==> src/rtl/color_freq_pkg.sv <==
// Shared types and constants for the colour sensor frequency meter.
package color_freq_pkg;

    typedef enum logic [1:0] {
        S_IDLE   = 2'd0,
        S_SETTLE = 2'd1,
        S_GATE   = 2'd2,
        S_STORE  = 2'd3
    } state_t;

    localparam int DEF_NUM_CH        = 4;
    localparam int DEF_CNT_W         = 20;
    localparam int DEF_GATE_CYCLES   = 100_000;
    localparam int DEF_SETTLE_CYCLES = 10_000;
    localparam int DEF_AVG_LOG2      = 2;

    // Channel index width; a single channel still needs a 1-bit select.
    function automatic int ch_w(input int n);
        return (n > 1) ? $clog2(n) : 1;
    endfunction

endpackage

==> src/rtl/color_freq_meter_pulse_edge_sync.sv <==
// Two-flop synchronizer for the asynchronous sensor pulse train followed by
// a rising-edge detector producing a one-cycle pulse.
module pulse_edge_sync (
    input  logic clk,
    input  logic rst_n,
    input  logic din,
    output logic edge_pulse
);

    logic sync1;
    logic sync2;
    logic sync_prev;

    // Synchronizer chain plus a delayed copy for edge detection.
    always_ff @(posedge clk) begin
        if (!rst_n) begin
            sync1     <= 1'b0;
            sync2     <= 1'b0;
            sync_prev <= 1'b0;
        end else begin
            sync1     <= din;
            sync2     <= sync1;
            sync_prev <= sync2;
        end
    end

    assign edge_pulse = sync2 & ~sync_prev;

endmodule

==> src/rtl/color_freq_meter.sv <==
// Multi-channel frequency meter for the colour sensor: steps the filter
// select, settles, counts sensor edges over averaged gate windows and
// publishes a per-channel count frame with the dominant colour channel.
//
// state  | meaning
// -------+-------------------------------------------------------------
// IDLE   | waiting for enable; outputs hold the last published frame
// SETTLE | filter just changed; edges are ignored for SETTLE_CYCLES
// GATE   | counting edges; repeats 2^AVG_LOG2 windows per channel
// STORE  | one cycle: write channel average, advance or publish frame
module color_freq_meter
    import color_freq_pkg::*;
#(
    parameter int NUM_CH        = DEF_NUM_CH,
    parameter int CNT_W         = DEF_CNT_W,
    parameter int GATE_CYCLES   = DEF_GATE_CYCLES,
    parameter int SETTLE_CYCLES = DEF_SETTLE_CYCLES,
    parameter int AVG_LOG2      = DEF_AVG_LOG2,
    localparam int CH_W         = ch_w(NUM_CH)
) (
    input  logic             CLK100MHZ,
    input  logic             rst_n,
    input  logic             enable,
    input  logic             signal,
    output logic [CH_W-1:0]  filter_sel,
    input  logic [CH_W-1:0]  rd_ch,
    output logic [CNT_W-1:0] rd_count,
    output logic             frame_valid,
    output logic [CH_W-1:0]  dominant,
    output logic             overflow,
    output logic             busy
);

    localparam int TMR_MAX = (GATE_CYCLES > SETTLE_CYCLES) ? GATE_CYCLES : SETTLE_CYCLES;
    localparam int TMR_W   = $clog2(TMR_MAX + 1);
    localparam int ACC_W   = CNT_W + AVG_LOG2;
    localparam int AVG_W   = (AVG_LOG2 > 0) ? AVG_LOG2 : 1;

    localparam logic [TMR_W-1:0] GATE_LOAD   = TMR_W'(GATE_CYCLES - 1);
    localparam logic [TMR_W-1:0] SETTLE_LOAD = TMR_W'(SETTLE_CYCLES - 1);
    localparam logic [AVG_W-1:0] AVG_LAST    = AVG_W'((1 << AVG_LOG2) - 1);
    localparam logic [CH_W-1:0]  LAST_CH     = CH_W'(NUM_CH - 1);

    state_t           state;
    logic [TMR_W-1:0] timer;
    logic [CNT_W-1:0] win_cnt;
    logic [CNT_W-1:0] win_next;
    logic [ACC_W-1:0] acc;
    logic [AVG_W-1:0] avg_idx;
    logic             frame_ovf;
    logic             sat_hit;
    logic             edge_pulse;
    logic [CNT_W-1:0] store_val;
    logic [CH_W-1:0]  dom_idx;
    logic [CNT_W-1:0] dom_val;

    logic [CNT_W-1:0] shadow   [NUM_CH];
    logic [CNT_W-1:0] out_regs [NUM_CH];

    pulse_edge_sync u_sync (
        .clk        (CLK100MHZ),
        .rst_n      (rst_n),
        .din        (signal),
        .edge_pulse (edge_pulse)
    );

    // Window counter sticks at all-ones; an edge arriving there is lost.
    assign sat_hit   = edge_pulse & (&win_cnt);
    assign win_next  = (edge_pulse && !(&win_cnt)) ? win_cnt + 1'b1 : win_cnt;
    assign store_val = CNT_W'(acc >> AVG_LOG2);
    assign busy      = (state != S_IDLE);

    // Dominant channel over the filtered channels; strict compare keeps ties on the lowest index.
    always_comb begin
        dom_idx = '0;
        dom_val = shadow[0];
        for (int i = 1; i < NUM_CH - 1; i++) begin
            if (shadow[i] > dom_val) begin
                dom_val = shadow[i];
                dom_idx = CH_W'(i);
            end
        end
    end

    // Read port into the published frame only; out-of-range channels read 0.
    always_comb begin
        rd_count = '0;
        for (int i = 0; i < NUM_CH; i++) begin
            if (rd_ch == CH_W'(i)) rd_count = out_regs[i];
        end
    end

    // Sequencer: settle, gated counting with averaging, store and publish.
    always_ff @(posedge CLK100MHZ) begin
        if (!rst_n) begin
            state       <= S_IDLE;
            filter_sel  <= '0;
            timer       <= '0;
            win_cnt     <= '0;
            acc         <= '0;
            avg_idx     <= '0;
            frame_ovf   <= 1'b0;
            frame_valid <= 1'b0;
            dominant    <= '0;
            overflow    <= 1'b0;
            for (int i = 0; i < NUM_CH; i++) begin
                shadow[i]   <= '0;
                out_regs[i] <= '0;
            end
        end else begin
            frame_valid <= 1'b0;
            unique case (state)
                S_IDLE: begin
                    if (enable) begin
                        state      <= S_SETTLE;
                        filter_sel <= '0;
                        timer      <= SETTLE_LOAD;
                        win_cnt    <= '0;
                        acc        <= '0;
                        avg_idx    <= '0;
                        frame_ovf  <= 1'b0;
                    end
                end
                S_SETTLE: begin
                    if (timer == '0) begin
                        state   <= S_GATE;
                        timer   <= GATE_LOAD;
                        win_cnt <= '0;
                    end else begin
                        timer <= timer - 1'b1;
                    end
                end
                S_GATE: begin
                    if (sat_hit) frame_ovf <= 1'b1;
                    if (timer == '0) begin
                        // The edge seen in the final gate cycle still belongs to this window.
                        acc     <= acc + ACC_W'(win_next);
                        win_cnt <= '0;
                        if (avg_idx == AVG_LAST) begin
                            state <= S_STORE;
                        end else begin
                            avg_idx <= avg_idx + 1'b1;
                            timer   <= GATE_LOAD;
                        end
                    end else begin
                        win_cnt <= win_next;
                        timer   <= timer - 1'b1;
                    end
                end
                S_STORE: begin
                    for (int i = 0; i < NUM_CH; i++) begin
                        if (filter_sel == CH_W'(i)) shadow[i] <= store_val;
                    end
                    acc     <= '0;
                    avg_idx <= '0;
                    timer   <= SETTLE_LOAD;
                    if (filter_sel != LAST_CH) begin
                        filter_sel <= filter_sel + 1'b1;
                        state      <= S_SETTLE;
                    end else begin
                        // Last channel's value is not in shadow yet, so publish it directly.
                        for (int i = 0; i < NUM_CH; i++) begin
                            if (i == NUM_CH - 1) out_regs[i] <= store_val;
                            else                 out_regs[i] <= shadow[i];
                        end
                        dominant    <= (NUM_CH > 1) ? dom_idx : '0;
                        overflow    <= frame_ovf;
                        frame_valid <= 1'b1;
                        frame_ovf   <= 1'b0;
                        filter_sel  <= '0;
                        state       <= enable ? S_SETTLE : S_IDLE;
                    end
                end
                default: state <= S_IDLE;
            endcase
        end
    end

endmodule

==> config.mk <==
export PLATFORM = sky130hd
export DESIGN_NAME = color_freq_meter
export DESIGN_NICKNAME = d
export VERILOG_FILES = /design/src/rtl/color_freq_pkg.sv /design/src/rtl/color_freq_meter_pulse_edge_sync.sv /design/src/rtl/color_freq_meter.sv
export SDC_FILE = /design/constraint.sdc
export NUM_CORES = 1
export LEC_CHECK = 0
export ABC_AREA = 0
export BUFFER_PORTS_ARGS = -buffer_cell sky130_fd_sc_hd__buf_2
export CORE_ASPECT_RATIO = 0.8
export CORE_MARGIN = 2
export CORE_UTILIZATION = 50
export CTS_CLUSTER_DIAMETER = 50
export DETAILED_ROUTE_END_ITERATION = 16
export PLACE_DENSITY_LB_ADDON = 0.25
export SKIP_LAST_GASP = 1
export SYNTH_ARGS = -nofsm -noshare
export SYNTH_HDL_FRONTEND = slang
export SYNTH_SLANG_ARGS = --single-unit
==> constraint.sdc <==
create_clock -name CLK100MHZ -period 4.75 [get_ports CLK100MHZ]
set_clock_uncertainty 0.2 [all_clocks]
set_input_delay 0.7125 -clock CLK100MHZ [delete_from_list [all_inputs] [get_ports CLK100MHZ]]
set_output_delay 0.7125 -clock CLK100MHZ [all_outputs]
set_load 0.03 [all_outputs]
==> results of run 1 <==
## worst min path at each step
stage            startpoint            to  slack [ns]  depth (start not counted)
6_report             signal  u_sync.sync1        0.21                          2
5_1_grt              signal  u_sync.sync1        0.19                          2
4_1_cts              signal  u_sync.sync1        0.19                          2
3_5_place_dp   u_sync.sync1  u_sync.sync2        0.22                          1
3_3_place_gp   u_sync.sync1  u_sync.sync2        0.23                          1
2_1_floorplan  u_sync.sync1  u_sync.sync2        0.21                          1
## cell type report
type	count	area share, %
sequential	213	44.9
inverter	46	1.37
clock inverter	7	0.377
clock buffer	38	5.91
tap	306	3.03
timing repair buffer	40	1.75
multi-input combinational	771	42.7
## layer usage
| metal | track usage (%) | vias up | routed length, um |
|---|---|---|---|
| li1 | - | 3990 | - |
| met4 | 4.59 | 0 | 498 |
| met5 | 0 | - | 0 |
| met1 | 32.3 | 3798 | 12400 |
| met2 | 32.6 | 228 | 11100 |
| met3 | 2.93 | 42 | 1400 |
## cells by family after synthesis
kind of cell             synth area share, %
flip-flops                              49.8
adder cells (fa/ha/maj)                 7.99
AND/OR/NAND/NOR                         18.3
XOR/XNOR                                2.54
multiplexers                            5.83
buffers and inverters                   2.91
AO/OA/AOI/OAI                           12.6
## sequential cells by signal (all words and copies together) (netlist names), 2 cells and up
signal / flops
out_regs: 80
shadow: 60
acc: 22
win_cnt: 20
timer: 17
avg_idx: 2
dominant: 2
filter_sel: 2
state: 2
## per-stage QoR
| step | instances | cell area [um2] | hold slack (ns) | total power [uW] |
|---|---|---|---|---|
| global route | 1421 | 12600 | 0.189 | 5220 |
| CTS | 1421 | 12600 | 0.192 | 5000 |
| floorplan | 1069 | 11400 | 0.212 | 2920 |
| finish | 1421 | 12600 | 0.206 | 4970 |
| detailed placement | 1376 | 11800 | 0.222 | 3170 |
| global placement | 1376 | 11800 | 0.231 | 3150 |
## cells in the final DEF (no fill, tap or decap), types with 5 or more instances in the layout
cell type and n:
edfxtp_1 140, and2_1 118, nor2_1 81, nand2_1 78, dfxtp_1 73, ha_1 71
o21ai_0 64, a21oi_1 60, inv_1 45, buf_2 32, nand3_1 31, clkbuf_16 26
nor3_1 22, xnor2_1 21, mux4_2 20, mux2i_1 19, nand4_1 17, xor2_1 12
o31ai_1 12, o21a_1 11, a21o_1 10, and3_1 8, a211oi_1 8, a22oi_1 8
buf_4 8, nor4_1 7, clkbuf_1 7, and4_1 6, a31oi_1 6, or3_1 6
a21boi_0 6, nor2b_1 5, clkbuf_8 5
## power groups by stage
stage	clock network, uW	registers (uW)	logic, uW
floorplan	0	2180	742
CTS	1870	2170	966
global placement	0	2200	950
global route	1950	2180	1080
detailed placement	0	2210	963
finish	1830	2170	969
## critical path, stage by stage (launching register included)
cell and delay [ns]:
edfxtp_1 0.41, ha_1 0.33, and4_1 0.23, nand3_1 0.13
a21oi_1 0.16, o21ai_0 0.15, a21oi_2 0.57, buf_4 0.39
mux2i_1 0.24, ha_1 0.27, a21oi_1 0.15, o21ai_0 0.16
a221oi_1 0.30, o21ai_0 0.12, o21ai_0 0.22, a32o_1 0.19
==> summary.md, run 1 <==
| Metric | Value |
|---|---|
| Status | completed |
| WP data required | 5.02 ns |
| Core Box Area | 0.0224 mm2 |
| Detail Route Antenna Nets | 0 |
| Initial Util | 50.8% |
| Worst Max-Slew Pin Slew | 1.25 ns |
| # Post-CTS Setup Buffers | 0 |
| Count of cell types in the netlist | about 70 |
| Post-synth EDFFs | between 100 and 150 |
| Final Hold Fails | 0 |
| Cell with the most instances after synthesis | edfxtp_1 |
| Clock sink total | 213 |
| H-Tree Depth | 1 |
| P_sw | 1480 uW |
| Final min period | 4.26 ns |
| Largest area contributor in the synthesized netlist | edfxtp_1 |
| Crit Path Class | reg -> reg |
| Reg clk slew, reported paths | 0.06 ns |
| Final TNS setup | 0 ns |
| Initial DRC count | 656 |
| Die Y | 139 um |
| Die X | 173 um |
| R2r setup slk | 0.49 ns |
| Root Driver | clkbuf_16 |
| Min-delay worst type | in -> reg |
| Seq/Total Area, Yosys | 49.8% |
| Via count | 8,058 |
| Worst-case clock buffer depth | 3 |
| Flip-flop and latch count after synthesis | 213 |
| CP Launch Type | register |
| Sequential group share of total power | 43.7% |
| Register area | 0.00567 mm2 |
| DRT Wirelength | 25,400 um |
| R2r worst-path depth | 15 |
| Synth top cells by count | edfxtp_1, and2_1, nor2_1 |
| Total congestion overflow | 0 |
| First-pass DRT Iterations | 5 |
| Fillers | 1,922 |
| RSZ-0062 raised after global routing | false |
| Worst skew pair latency | roughly 0.52 ns |
| Max FO, Critical Path | 13 |
| Layout cells sized above 1 | 9.87% |
| Synth Instances | 1,069 |
| Final Max Tran Viols | 0 |
| Vias in the first global route | around 7,600 |
| Worst endpoint data arrival time | between 4 and 5 ns |
| Total CTS buffers | 25 |
| Mapped Nets | approximately 1,100 |
| Top post-synthesis cells by area | edfxtp_1, dfxtp_1, ha_1 |
| Internal power | ~3500 uW |
| Final core utilization | roughly 56% |
| Net Sw Frac | 29.9% |
| Cell Pwr Density | 394 mW/mm2 |
| Cts repair resizes | 0 |
| Place WS | 0.561 ns |
| Area growth from synthesis to final layout | 10.9% |
| Area of the multi-input gates | roughly 0.0054 mm2 |
| DR WL/cell | ~18 um |
| Synth Cell Area | 0.0114 mm2 |
| R2R Path End | dominant[0] |
| Largest net degree at the start of global routing | 50 |
| Num ports | 33 |
| Crit end category | register |
| # setup viols final | 0 |
| Remaining DRCs | 0 |
| Max Freq | 235 MHz |
| Slew margin rel. | 16.6% |
| Gr usage total | a little over a fifth |
| FF-to-FF Start | shadow[0][30] |
| GPL Wtd Cong | 0.916 |
| Final Cycle Share | between 80% and 90% |
| Hold_buf cts | 0 |
| CTS tree | yes |
| Worst setup path endpoint | dominant[0] |
| Synth top area share | between 30% and 40% |
| IO buf count | 32 |
| YS warnings | 0 |
| First-pass GRT wire length | 41,100 um |
| Vias/cell | 5.67 |
| Row count | between 40 and 50 |
| Diode count | 0 |
| Asr flop ratio synth | 0% |
| VDD IR max | 391 uV |
| Initial antenna violation count | 0 |
| Clock power frac | 36.8% |
| Leak | 0.00486 uW |
| Die ar. | 0.0240 mm2 |
| Worst Setup Slack, final | approximately 0.49 ns |
| Setup crit start | shadow[0][30] |
| Post-synth top flop | edfxtp_1 |
| Synthesized area per cell | 10.6 um2 |
| Nets | 1,175 |
| Max Cap Viol | 0 |
| HPWL after DPL | ~18,000 um |
| Combinational power share | about a fifth |
(Power assumes the default switching activity.)
==> inputs of run 2 (changes only) <==
- CELL_PAD_IN_SITES_DETAIL_PLACEMENT: unset -> 1
- CELL_PAD_IN_SITES_GLOBAL_PLACEMENT: unset -> 1
==> run 2 against run 1 <==
- sequential power about the same
- clock power increased by 24%
- design area increased by 1.9%
- sequential share of layout area decreased by 0.82 points
- flip-flop and latch count unchanged
- largest cell class unchanged
- setup slack got worse by 0.21 ns
==> summary.md, run 2 (synthesized netlist as in run 1, its figures left out) <==
| Metric | Value |
|---|---|
| Status | completed |
| Min-delay worst type | in -> reg |
| Row count | 49 |
| Fillers | around 2,400 |
| Worst-case clock buffer depth | 3 |
| Leak | approximately 0.0050 uW |
| VDD IR max | approximately 290 uV |
| Core Box Area | 0.0224 mm2 |
| Worst Max-Slew Pin Slew | 1.38 ns |
| Final Max Tran Viols | 0 |
| Dpl cells | 1,379 |
| Final TNS setup | 0 ns |
| Via count | about 8,400 |
| Vias in the first global route | 8,874 |
| GPL Wtd Cong | around 0.84 |
| Top Registers | out_regs (80), shadow (60), acc (22) |
| Detail Route Antenna Nets | 0 |
| Crit Path Class | reg -> reg |
| Nets | 1,180 |
| Root Driver | clkbuf_16 |
| Slew margin rel. | between 7 and 8% |
| First-pass DRT Iterations | 4 |
| Most frequent cells in the layout | edfxtp_1, and2_1, nor2_1, nand2_1, dfxtp_1 |
| Die X | 173 um |
| Clock sink total | roughly 210 |
| Register area | approximately 0.0057 mm2 |
| Cell Pwr Density | 426 mW/mm2 |
| Max FO, Critical Path | 12 |
| Worst skew pair latency | roughly 0.54 ns |
| Area of the multi-input gates | about 0.0054 mm2 |
| Total power | between 5000 and 6000 uW |
| Max Cap Viol | 0 |
| Initial antenna violation count | 0 |
| CP Launch Type | register |
| DRT Wirelength | just over 30,000 um |
| Total congestion overflow | 0 |
| Initial DRC count | approximately 470 |
| Diode count | 0 |
| Crit end category | register |
| Layout cells sized above 1 | 11.0% |
| Die Y | 139 um |
| # Post-CTS Setup Buffers | 0 |
| Vias/cell | between 5 and 6 |
| Max FFs per register | 80 |
| Worst endpoint data arrival time | 4.71 ns |
| HPWL after DPL | 20,700 um |
| Cts repair resizes | 0 |
| Initial Util | 50.8% |
| Die ar. | ~0.024 mm2 |
| Gr usage total | about a quarter |
| IO buf count | 32 |
| Hold WS | 0.180 ns |
| DR WL/cell | 21.3 um |
| Area growth from synthesis to final layout | 13.0% |
| First-pass GRT wire length | around 49,000 um |
| Top reg by flops | out_regs |
| Largest net degree at the start of global routing | 46 |
| Final Cycle Share | 94.1% |
| Final min period | 4.47 ns |
| CTS tree | yes |
| Num ports | 33 |
| # setup viols final | 0 |
| Remaining DRCs | 0 |
| Reg clk slew, reported paths | 0.06 ns |
| Hold_buf cts | 0 |
| RSZ-0062 raised after global routing | false |
| Final Hold Fails | 0 |
| WP data required | 4.99 ns |
| Commonest non-fill, non-tap cell in the layout | edfxtp_1 |
| Total CTS buffers | 27 |
| Final Instance Count excl. Fillers | 1,428 |
| Max Freq | 224 MHz |
| H-Tree Depth | 1 |
| R2r setup slk | 0.28 ns |
## run 2: cell types whose count changed in the layout (fill, tap and decap cells not counted), moves of 2 or more
cell	previous run	this run
clkinv_2	2	5
buf_4	8	11
bufinv_16	0	7
clkbuf_8	5	0
clkbuf_1	7	1
clkinvlp_4	1	3
## run 2: cell type report
| type | count | area share [%] |
|---|---|---|
| Tap cell | 306 | 2.98 |
| Inverter | 46 | 1.34 |
| Multi-Input combinational cell | 771 | 42.0 |
| Clock buffer | 28 | 5.29 |
| Clock inverter | 21 | 2.42 |
| Sequential cell | 213 | 44.1 |
| Timing Repair Buffer | 43 | 1.89 |
## run 2: worst max-delay path, stage by stage (launching register included)
cell and delay (ns):
edfxtp_1 0.40, inv_1 0.10, ha_1 0.25, and3_1 0.21
a21oi_1 0.13, o21ai_0 0.10, a221o_1 0.37, o21ai_1 0.26
a21oi_4 0.22, mux2i_1 0.22, ha_1 0.38, nand4_1 0.25
nor4_2 0.52, a221oi_1 0.21, o21ai_0 0.13, o21ai_0 0.13
a32o_1 0.27
## run 2: metrics by stage
step           setup slack, ns  cell area (um2)  utilization, %
2_1_floorplan             1.01            11400               -
3_3_place_gp             0.614            11800            52.9
3_5_place_dp             0.434            11800            52.9
4_1_cts                 0.0506            12800            57.4
5_1_grt              0.0000879            12800            57.4
6_report                 0.280            12800            57.4
## run 2: path summary, 6_finish.rpt
check / from / depth (start not counted) / end
max: shadow[0][7] / 16 / dominant[0]
min: signal / 2 / u_sync.sync1
max reg2reg: shadow[0][7] / 16 / dominant[0]
min reg2reg: u_sync.sync1 / 1 / u_sync.sync2
## run 2: power breakdown
part | internal (uW) | switching (uW) | total (uW)
Sequential | 2080 | 91.5 | 2170
Clock | 1430 | 843 | 2270
Combinational | 324 | 697 | 1020
Total | 3840 | 1630 | 5470
## run 2: layer usage
layer / up-vias / GRT usage (%) / wire length [um]
li1: 4007 / - / -
met1: 4185 / 33.6 / 13800
met2: 171 / 44.0 / 14700
met3: 66 / 3.18 / 1030
met4: 0 / 7.56 / 979
met5: - / 0 / 0
==> inputs of run 3 (changes only) <==
==> constraint.sdc (replaced) <==
create_clock -name CLK100MHZ -period 5.6 [get_ports CLK100MHZ]
set_clock_uncertainty 0.2 [all_clocks]
set_input_delay 0.56 -clock CLK100MHZ [delete_from_list [all_inputs] [get_ports CLK100MHZ]]
set_output_delay 0.56 -clock CLK100MHZ [all_outputs]
set_load 0.03 [all_outputs]
==> run 3 against run 2 <==
- routed wire length shrank 0.67%
- critical endpoint unchanged
- core utilization is essentially flat
- flip-flop and latch count is the same
- critical path depth grew 1
- sequential share of layout area is essentially flat
==> summary.md, run 3 (synthesized netlist as in run 1, its figures left out) <==
| Metric | Value |
|---|---|
| Status | completed |
| Max FFs per register | 80 |
| Area growth from synthesis to final layout | 12.9% |
| Area of the multi-input gates | between 0.005 and 0.006 mm2 |
| Final Max Tran Viols | 0 |
| Vias in the first global route | 8,813 |
| CP peak stage delay | 0.42 ns |
| Total CTS buffers | 28 |
| Max Freq | 219 MHz |
| Die ar. | 0.0240 mm2 |
| RSZ-0062 raised after global routing | false |
| Vias/cell | 5.88 |
| First-pass GRT wire length | 48,600 um |
| HPWL after DPL | between 20,000 and 25,000 um |
| Clock power frac | 41.4% |
| Reg clk slew, reported paths | 0.06 ns |
| Num ports | 33 |
| DR WL/cell | 21.2 um |
| VDD IR max | 299 uV |
| CTS tree | yes |
| Most used cell, CP | o21ai_0 |
| Layer with the highest usage | met2 |
| # setup viols final | 0 |
| Critical-path top delay cell | nor4_1 |
| Register area | 0.00567 mm2 |
| Gr usage total | 25.3% |
| Leak | 0.00498 uW |
| Setup crit start | shadow[0][7] |
| Hold_buf cts | 0 |
| Worst setup path endpoint | dominant[0] |
| Final TNS setup | 0 ns |
| Met2 Use GR | between 40% and 50% |
| Commonest non-fill, non-tap cell in the layout | edfxtp_1 |
| R2r setup slk | a little over 1 ns |
| Via count | 8,409 |
| Die X | 173 um |
| H-Tree Depth | 1 |
| Met1 global-route usage | 34.5% |
| Combinational power share | 18.7% |
| Most frequent cells in the layout | edfxtp_1, and2_1, nor2_1, nand2_1, dfxtp_1 |
| Max Cap Viol | 0 |
| Core Box Area | 0.0224 mm2 |
| Initial DRC count | 455 |
| Critical path cell sequence | inv_1, ha_1, and3_1, a21oi_1, o21ai_0, a221o_1, o21ai_0, a21oi_2, buf_4, mux2i_1, ha_1, nand4_1, nor4_1, a221oi_1, o21ai_0, o21ai_0, a32o_1 |
| Initial Util | 50.8% |
| Worst endpoint data arrival time | 4.82 ns |
| Layout cells sized above 1 | 10.9% |
| First-pass DRT Iterations | 5 |
| # Post-CTS Setup Buffers | 0 |
| WP data required | about 5.9 ns |
| Crit Path Class | reg -> reg |
| Fillers | about 2,400 |
| GPL Wtd Cong | around 0.84 |
| Grt met3 use | 3.45% |
| Row count | 49 |
| Worst skew pair latency | ~0.56 ns |
| Sequential group share of total power | 39.8% |
| Worst Max-Slew Pin Slew | 1.19 ns |
| Min-delay worst type | in -> reg |
| Worst-case clock buffer depth | 3 |
| Cell Pwr Density | approximately 360 mW/mm2 |
| Total congestion overflow | 0 |
| Initial antenna violation count | 0 |
| Largest net degree at the start of global routing | a little over 60 |
| Die Y | about 140 um |
| P_sw | 1420 uW |
| Detail Route Antenna Nets | 0 |
| FF-to-FF Start | shadow[0][7] |
| Top reg by flops | out_regs |
| Root Driver | clkbuf_16 |
| Slew margin rel. | about a fifth |
| IO buf count | 32 |
| Final min period | 4.57 ns |
| Crit end category | register |
| Net Sw Frac | between 30% and 40% |
| Top Registers | out_regs (80), shadow (60), acc (22) |
| Final Hold Fails | 0 |
| R2r worst-path depth | 17 |
| Remaining DRCs | 0 |
| Internal power | 3210 uW |
| Hold WS | approximately 0.029 ns |
| Nets | 1,179 |
| Max FO, Critical Path | 13 |
| CP Launch Type | register |
| Cts repair resizes | 0 |
| DRT Wirelength | 30,300 um |
| R2R Path End | dominant[0] |
| Final Cycle Share | 81.6% |
| Clock sink total | 213 |
| Diode count | 0 |
## run 3: cell types whose count changed in the layout (fill, tap and decap cells not counted), sizes merged
cell | previous run | this run
buf | 43 | 41
bufinv | 7 | 4
clkbuf | 28 | 32
clkinv | 9 | 12
clkinvlp | 3 | 1
inv | 48 | 49
## run 3: area by class of cell
class	instances	share of cell area (%)
clock buffer	32	5.90
sequential	213	44.1
multi-input combinational	771	41.9
timing repair buffer	41	1.77
inverter	46	1.34
tap	306	2.98
clock inverter	20	1.98
## run 3: metal layers
layer / part of all wire, % / routed length [um]
met1: 46 / 13900
met2: 48 / 14600
met3: 3.4 / 1030
met4: 2.1 / 648
met5: 0 / 0
## run 3: metrics by stage
stage	power, uW	area (um2)	std cells	setup slack [ns]	util [%]
after floorplan	2480	11400	1069	1.86	-
after global placement	2690	11800	1377	1.44	52.9
after detailed placement	2730	11800	1377	1.16	52.9
after CTS	4650	12800	1429	1.13	57.4
after global routing	4820	12800	1429	0.734	57.4
final	4630	12800	1429	1.03	57.4
## run 3: how the worst min path moves through the flow
stage	from	to	slack (ns)	depth (start not counted)
floorplan	u_sync.sync1	u_sync.sync2	0.21	1
global placement	u_sync.sync1	u_sync.sync2	0.23	1
detailed placement	u_sync.sync1	u_sync.sync2	0.24	1
CTS	signal	u_sync.sync1	0.01	2
global route	signal	u_sync.sync1	0.03	2
finish	signal	u_sync.sync1	0.03	2
## run 3: power by group through the flow
stage               combinational, uW  sequential (uW)  clock (uW)
floorplan                         629             1850           0
CTS                               865             1850        1940
detailed placement                852             1880           0
finish                            867             1850        1920
global placement                  818             1870           0
global route                      949             1860        2010
## run 3: worst max-delay path: cells and delay by family, from the launching register on
kind / cells / cell delay [ns]
AO/OA/AOI/OAI: 9 / 1.87
adder cells (fa/ha/maj): 2 / 0.58
buffers and inverters: 2 / 0.40
flip-flops: 1 / 0.39
multiplexers: 1 / 0.16
AND/OR/NAND/NOR: 3 / 0.82
